===== config.mk =====
export PLATFORM = sky130hd
export DESIGN_NAME = uart_rx_frame
export DESIGN_NICKNAME = d
export VERILOG_FILES = /design/src/rtl/uart_rx_frame.sv
export SDC_FILE = /design/constraint.sdc
export NUM_CORES = 1
export LEC_CHECK = 0
export CORE_ASPECT_RATIO = 1.5
export CORE_UTILIZATION = 27
export CTS_BUF_LIST = sky130_fd_sc_hd__clkbuf_4 sky130_fd_sc_hd__clkbuf_8
export DETAILED_ROUTE_END_ITERATION = 6
export PLACE_DENSITY = 0.49
export SYNTH_ARGS = -nofsm -noshare
export SYNTH_HDL_FRONTEND = slang
export SYNTH_SLANG_ARGS = --single-unit

===== constraint.sdc =====
create_clock -name clk -period 4.5 [get_ports clk]
set_input_delay 1.125 -clock clk [delete_from_list [all_inputs] [get_ports clk]]
set_output_delay 1.125 -clock clk [all_outputs]
set_load 0.005 [all_outputs]

===== src/rtl/uart_rx_frame.sv =====
// uart_rx_frame: 8N1 UART receiver that writes each frame of BYTES bytes into slot s of a frame buffer.
// Define UART_RX_MAJORITY_EN to decide each bit by a 2-of-3 vote around its centre instead of one sample.
module uart_rx_frame #(
    parameter int OVERSAMPLE = 16,
    parameter int BYTES      = 14,
    parameter int SLOTS      = 32,
    parameter int TIMEOUT    = 320
) (
    input  logic       clk,
    input  logic       reset,
    input  logic       rx,
    output logic [8:0] wr_addr,
    output logic [7:0] wr_data,
    output logic       wr_en,
    output logic       frame_done,
    output logic       frame_err,
    output logic [4:0] slot,
    output logic       busy
);
    localparam int TW = $clog2(OVERSAMPLE + 1);
    localparam int IW = $clog2(TIMEOUT + 1);
`ifdef UART_RX_MAJORITY_EN
    localparam int START_P = OVERSAMPLE / 2;
`else
    localparam int START_P = OVERSAMPLE / 2 - 1;
`endif

    typedef enum logic [2:0] {IDLE, START, DATA, STOP, BREAK} state_t;

    state_t        state_q, state_d;
    logic          rx_m_q, rx_s_q, sample;
    logic [TW-1:0] tick_q, tick_d;
    logic [2:0]    bit_cnt_q, bit_cnt_d;
    logic [7:0]    shift_q, shift_d, wr_data_q, wr_data_d;
    logic [4:0]    byte_idx_q, byte_idx_d, slot_q, slot_d;
    logic [IW-1:0] idle_q, idle_d;
    logic [8:0]    wr_addr_q, wr_addr_d;
    logic          wr_en_q, wr_en_d, frame_done_q, frame_done_d;
    logic          frame_err_q, frame_err_d, busy_q, busy_d;

`ifdef UART_RX_MAJORITY_EN
    logic h1_q, h2_q;
    always_ff @(posedge clk) begin
        if (reset) begin
            h1_q <= 1'b1;
            h2_q <= 1'b1;
        end else begin
            h1_q <= rx_s_q;
            h2_q <= h1_q;
        end
    end
    // The vote is taken one tick late, so it covers the nominal sample tick and both neighbours.
    assign sample = (rx_s_q & h1_q) | (rx_s_q & h2_q) | (h1_q & h2_q);
`else
    assign sample = rx_s_q;
`endif

    always_comb begin
        state_d      = state_q;
        tick_d       = tick_q + 1'b1;
        bit_cnt_d    = bit_cnt_q;
        shift_d      = shift_q;
        byte_idx_d   = byte_idx_q;
        slot_d       = slot_q;
        idle_d       = '0;
        wr_en_d      = 1'b0;
        frame_done_d = 1'b0;
        frame_err_d  = 1'b0;
        wr_addr_d    = wr_addr_q;
        wr_data_d    = wr_data_q;
        case (state_q)
            IDLE: begin
                tick_d = '0;
                if (!rx_s_q) begin
                    state_d = START;
                end else if (byte_idx_q != 5'd0) begin
                    if (idle_q == IW'(TIMEOUT - 1)) begin
                        frame_err_d = 1'b1;
                        byte_idx_d  = '0;
                    end else begin
                        idle_d = idle_q + 1'b1;
                    end
                end
            end
            START: if (tick_q == TW'(START_P)) begin
                tick_d    = '0;
                bit_cnt_d = '0;
                state_d   = sample ? IDLE : DATA;
            end
            DATA: if (tick_q == TW'(OVERSAMPLE - 1)) begin
                tick_d    = '0;
                shift_d   = {sample, shift_q[7:1]};
                bit_cnt_d = bit_cnt_q + 1'b1;
                if (bit_cnt_q == 3'd7) state_d = STOP;
            end
            STOP: if (tick_q == TW'(OVERSAMPLE - 1)) begin
                tick_d = '0;
                if (sample) begin
                    wr_en_d   = 1'b1;
                    wr_data_d = shift_q;
                    wr_addr_d = 9'(byte_idx_q) + 9'(slot_q) * 9'(BYTES);
                    state_d   = IDLE;
                    if (byte_idx_q == 5'(BYTES - 1)) begin
                        frame_done_d = 1'b1;
                        byte_idx_d   = '0;
                        slot_d       = (slot_q == 5'(SLOTS - 1)) ? 5'd0 : slot_q + 1'b1;
                    end else begin
                        byte_idx_d = byte_idx_q + 1'b1;
                    end
                end else begin
                    frame_err_d = 1'b1;
                    byte_idx_d  = '0;
                    state_d     = BREAK;
                end
            end
            BREAK: begin
                tick_d = '0;
                if (rx_s_q) state_d = IDLE;
            end
            default: state_d = IDLE;
        endcase
        busy_d = state_d inside {START, DATA, STOP};
    end

    always_ff @(posedge clk) begin
        if (reset) begin
            rx_m_q       <= 1'b1;
            rx_s_q       <= 1'b1;
            state_q      <= IDLE;
            tick_q       <= '0;
            bit_cnt_q    <= '0;
            shift_q      <= '0;
            byte_idx_q   <= '0;
            slot_q       <= '0;
            idle_q       <= '0;
            wr_en_q      <= 1'b0;
            frame_done_q <= 1'b0;
            frame_err_q  <= 1'b0;
            busy_q       <= 1'b0;
            wr_addr_q    <= '0;
            wr_data_q    <= '0;
        end else begin
            rx_m_q       <= rx;
            rx_s_q       <= rx_m_q;
            state_q      <= state_d;
            tick_q       <= tick_d;
            bit_cnt_q    <= bit_cnt_d;
            shift_q      <= shift_d;
            byte_idx_q   <= byte_idx_d;
            slot_q       <= slot_d;
            idle_q       <= idle_d;
            wr_en_q      <= wr_en_d;
            frame_done_q <= frame_done_d;
            frame_err_q  <= frame_err_d;
            busy_q       <= busy_d;
            wr_addr_q    <= wr_addr_d;
            wr_data_q    <= wr_data_d;
        end
    end

    assign wr_addr    = wr_addr_q;
    assign wr_data    = wr_data_q;
    assign wr_en      = wr_en_q;
    assign frame_done = frame_done_q;
    assign frame_err  = frame_err_q;
    assign slot       = slot_q;
    assign busy       = busy_q;
endmodule

== Word-level counts from Yosys, hierarchy flattened ==
Cells that the tools add are included.

* Bits of input ports: 3
* Flip-flop bits (word level): 61
* Logic and storage cells: 92
* Output and inout bits: 26

* Bitwise operators: 5
* Reductions and logical operators: 15
* Mux-type cells: 31
* $mul: 1
* Add/subtract/negate cells: 6
* Eq/ne operators: 19

{| class="wikitable"
|+ Operators with widths
! kind !! count
|-
| $mux 5 || 9
|-
| $mux 3 || 9
|-
| $add 5x1->5 const B || 3
|-
| $pmux 3 s5 || 1
|-
| $pmux 5 s3 || 1
|-
| $eq 3x2->1 const B || 4
|-
| $ne 2x2->1 const B || 6
|-
| $eq 5x4->1 const B || 2
|-
| $pmux 5 s2 || 1
|-
| $add 5x9->9 || 1
|-
| $add 9x1->9 const B || 1
|-
| $eq 9x9->1 const B || 1
|-
| $mul 5x3->8 const B || 1
|-
| $mux 1 || 7
|-
| $eq 3x1->1 const B || 2
|-
| $eq 3x3->1 const B || 2
|-
| $pmux 3 s2 || 1
|-
| $reduce_and 3->1 || 2
|-
| $eq 5x3->1 const B || 1
|-
| $eq 5x5->1 const B || 1
|-
| $not 1->1 || 5
|-
| $reduce_and 5->1 || 1
|-
| $reduce_bool 5->1 || 1
|-
| $reduce_or 5->1 || 1
|-
| other kinds (11) || 13
|}

== Logic depth before layout (Yosys ltp) ==
* Depth after elaboration: 6
* Gate-level depth with buffers: 11
* Gate-level depth less buffers: 9

== Worst setup path after synthesis ==
Ideal clock, no wire load.

* Path kind: register to register
* From: register slot_q[2], in the netlist slot[2]
* To: register wr_addr_q[8], in the netlist wr_addr[8]
* Clock period less this slack: 3.098 ns
* Stages on the path, launching flop included: 10
* Data arrival time: 2.979 ns
* Library setup time: 0.120 ns
* Required time: 4.380 ns
* Setup slack: 1.402 ns
* Buffers on the path: 0
* Cells stage by stage: dfxtp_1 > fa_1 > ha_1 > fa_1 > ha_1 > o21ai_1 > o21ba_2 > or2_2 > o311a_1 > a211o_1

* Word-level cells in the longest chain between the ends: 2

{| class="wikitable"
|+ RTL lines
! item !! line !! RTL
|-
| start: declaration || 35 || <nowiki>logic [4:0] byte_idx_q, byte_idx_d, slot_q, slot_d;</nowiki>
|-
| start signal: assignment || 150 || <nowiki>slot_q <= slot_d;</nowiki>
|-
| $mul 5x3->8 || 101 || <nowiki>wr_addr_d = 9'(byte_idx_q) + 9'(slot_q) * 9'(BYTES);</nowiki>
|-
| $add 5x9->9 || 101 ||
|-
| end signal: assignment || 156 || <nowiki>wr_addr_q <= wr_addr_d;</nowiki>
|-
| end: declaration || 37 || <nowiki>logic [8:0] wr_addr_q, wr_addr_d;</nowiki>
|}

No other way between the ends.
A chain may end at the register's enable or synchronous reset.

== Worst setup path after layout ==
Same ends and word-level chain as after synthesis.

==> impl_metrics.yaml <==
layout:
  fillCellCount: 1215
  layout-drive-gt1-share: 0.0847
  diodes: 0
  syn_to_final_growth_pct: 19.2
  regArea_sq_mm: 0.00122
  multi_input_area_sq_mm: 0.00175
  nets: 406
flow_run:
  drv_cap: 0
drt:
  wire_per_inst_um: 12.4
  via_per_inst: 4.65
  drt_iter0_drc: 112
  vias: 2439
  dr.pass1.iters: 4
  final_antenna_net_count: 0
  drc: 0
  wl_met1_um: 2850
  met2WireLength_um: 3300
  finalWirelength_um: 6540
  dr.max_layer_used: "met4"
  route.met3.wl_um: 182
timing:
  fmax_mhz: 310
  final_hold_viol_count: 0
  max_slew_margin: 0.396
  tns_ns: 0
  period_needed_ns: 3.22
  report.final.setup_viol: 0
  tightest_slew_ns: 0.898
  rsz0062_at_grt: "no"
  finalClockSkew_ns: 0.00686
  drv_slew: 0
  period_share: 0.717
  worst_hold_slack_ns: 0.416
grt:
  antenna_found_initial: 0
  grt_pass1_vias: 2436
  grt.total_usage: 0.125
  grt_max_degree: 49
  overflow: 0
  grt_pass1_wl_um: 11400
synth:
  yosysMostFrequentCell: "dfxtp_1"
  synth_nets: 381
  ys_async_sr_fraction: 0
  synth_seq_cells: 61
  synth_ff_type: "dfxtp_1"
  avgSynthCellArea_sq_um: 8.86
  synth.distinct_cells: 52
  synthesis.area_sq_mm: 0.00308
  yosysSeqAreaShare: 0.396
  yosysWarningCount: 0
  synthCells: 348
  synth_edf_count: 0
  yosys.area.top_type_share: 0.396
  synthTopCellsByCount: "dfxtp_1, nand2_1, a21oi_1, nor2_1, ha_1"
  yosys-top-cells-area: "dfxtp_1, ha_1, a21oi_1"
  yosysTopAreaCell: "dfxtp_1"
floorplan:
  core-area_sq_mm: 0.0111
  dieArea_sq_mm: 0.0119
  die_w_um: 89.2
  start_util: 0.279
  die_y_um: 133
  rows: 47
  ioPinCount: 29
cts:
  cts_tree: "built"
  post_cts_buffers: 0
  cts_buffers: 9
  clk_pin_slew_ns: 0.06
  postCtsHoldBufs: 0
  clockBufferDepth: 2
  clock_latency_ns: 0.35
  cts-htree-levels: 3
  cts_sinks: 61
  cts-root-buf: "clkbuf_8"
  cts_resized: 0
power:
  pwr-share-comb: 0.017
  switchingPower_uw: 232
  power.clock.fraction: 0.445
  pwr-share-seq: 0.538
  powerDensity_mw_per_mm2: 276
  p_leak_nw: 1.36
  switching_share: 0.229
  power.internal_uw: 781
  ir_worst_vdd_mv: 0.105
setup_path:
  reg2reg_depth: 9
  crit_type: "reg2reg"
  r2r_end: "wr_addr[8]$_SDFFE_PP0P_"
  r2r_start: "slot[2]$_SDFFE_PP0P_"
  crit_path_end: "wr_addr[8]$_SDFFE_PP0P_"
  startpoint: "slot[2]$_SDFFE_PP0P_"
  reg2reg_slack_ns: 1.28
  required_ns: 4.73
  critPathLaunchType: "register"
  end_kind: "register"
  cp.arrival_ns: 3.46
  path_max_fanout: 9
place:
  place.gp.congestion: 0.749
  portBuffers: 28
  hpwl_um: 4630
hold_path:
  hold_path.class: "reg2reg"
status:
  outcome: "finished clean"
-- kinds of logic (layout without fill, tap and decap cells) --
kind of cell | after synthesis | in the layout | synth area share
buffers and inverters | 29 | 59 | 0.0357
DFF | 61 | 61 | 0.396
AOI/OAI and AO/OA | 72 | 72 | 0.154
xor gates and xnor gates | 14 | 14 | 0.0398
muxes | 2 | 2 | 0.0110
adders and majority gates | 30 | 30 | 0.136
and+or+nand+nor | 140 | 140 | 0.227
-- flip-flops by register name, indices dropped and copies added (netlist names) --
| name | cells |
|---|---|
| rx_s_q | 1 |
| tick_q | 5 |
| byte_idx_q | 5 |
| wr_addr | 9 |
| shift_q | 8 |
| slot | 5 |
| wr_data | 8 |
| busy | 1 |
| frame_done | 1 |
| state_q | 3 |
| bit_cnt_q | 3 |
| idle_q | 9 |
| wr_en | 1 |
| rx_m_q | 1 |
| frame_err | 1 |
-- critical path, cell delays in order, from the launching register on --
cell and delay (ns):
dfxtp_1 0.56, fa_1 0.49, ha_1 0.21, fa_1 0.45
ha_1 0.32, o21ai_1 0.09, o21ba_2 0.22, or2_2 0.28
o311a_1 0.28, a211o_1 0.22
-- cells in the final DEF (no fill, tap or decap), types with 4 or more instances in the layout --
| master | count |
|---|---|
| nor2_1 | 33 |
| nand2_1 | 48 |
| nand2b_1 | 4 |
| clkdlybuf4s50_1 | 27 |
| dfxtp_1 | 61 |
| xor2_1 | 4 |
| a21oi_1 | 37 |
| nor3_1 | 7 |
| and3_1 | 5 |
| ha_1 | 24 |
| xnor2_1 | 10 |
| nand3b_1 | 5 |
| a21o_1 | 4 |
| a211oi_1 | 7 |
| fa_1 | 6 |
| nand3_1 | 10 |
| or2_2 | 4 |
| inv_1 | 13 |
| clkbuf_8 | 11 |
| o21ai_0 | 4 |
-- per-layer routing --
layer  global-route usage  vias up
li1                     -     1261
met1                0.140     1132
met2                0.212       32
met3               0.0337       14
met4               0.0644        0
met5                    0        -
-- metrics by stage --
stage                     total power, mW  instance area [sq um]  std cells   util  setup slack, ns
after global placement              0.575                   3490        509  0.316             1.30
final                                1.01                   3670        525  0.332             1.28
after CTS                            1.03                   3670        525  0.332             1.26
after floorplan                     0.568                   3080        348      -             1.40
after detailed placement            0.575                   3490        509  0.316             1.26
after global routing                 1.06                   3670        525  0.332             1.13
-- cell type report --
class	instances	share of cell area
Multi-Input combinational cell	258	0.477
Clock buffer	12	0.0433
Timing Repair Buffer	29	0.0770
Inverter	14	0.0143
Sequential cell	61	0.333
Tap cell	147	0.0501
Clock inverter	4	0.00613
-- power by group through the flow --
stage / logic (mW) / registers, mW / clock network, mW
floorplan: 0.0128 / 0.555 / 0
global placement: 0.0173 / 0.557 / 0
detailed placement: 0.0174 / 0.557 / 0
CTS: 0.0174 / 0.545 / 0.468
global route: 0.0191 / 0.545 / 0.498
finish: 0.0170 / 0.545 / 0.450
-- how the worst min path moves through the flow --
stage | from | endpoint | slack, ns | cells after the start
after floorplan | rx_m_q$_SDFF_PP1_ | rx_s_q$_SDFF_PP1_ | 0.39 | 1
after global placement | rx_m_q$_SDFF_PP1_ | rx_s_q$_SDFF_PP1_ | 0.40 | 1
after detailed placement | rx_m_q$_SDFF_PP1_ | rx_s_q$_SDFF_PP1_ | 0.40 | 1
after CTS | rx_m_q$_SDFF_PP1_ | rx_s_q$_SDFF_PP1_ | 0.42 | 1
after global routing | rx_m_q$_SDFF_PP1_ | rx_s_q$_SDFF_PP1_ | 0.45 | 1
final | rx_m_q$_SDFF_PP1_ | rx_s_q$_SDFF_PP1_ | 0.42 | 1
No activity file was read; power rests on OpenSTA's default activity.
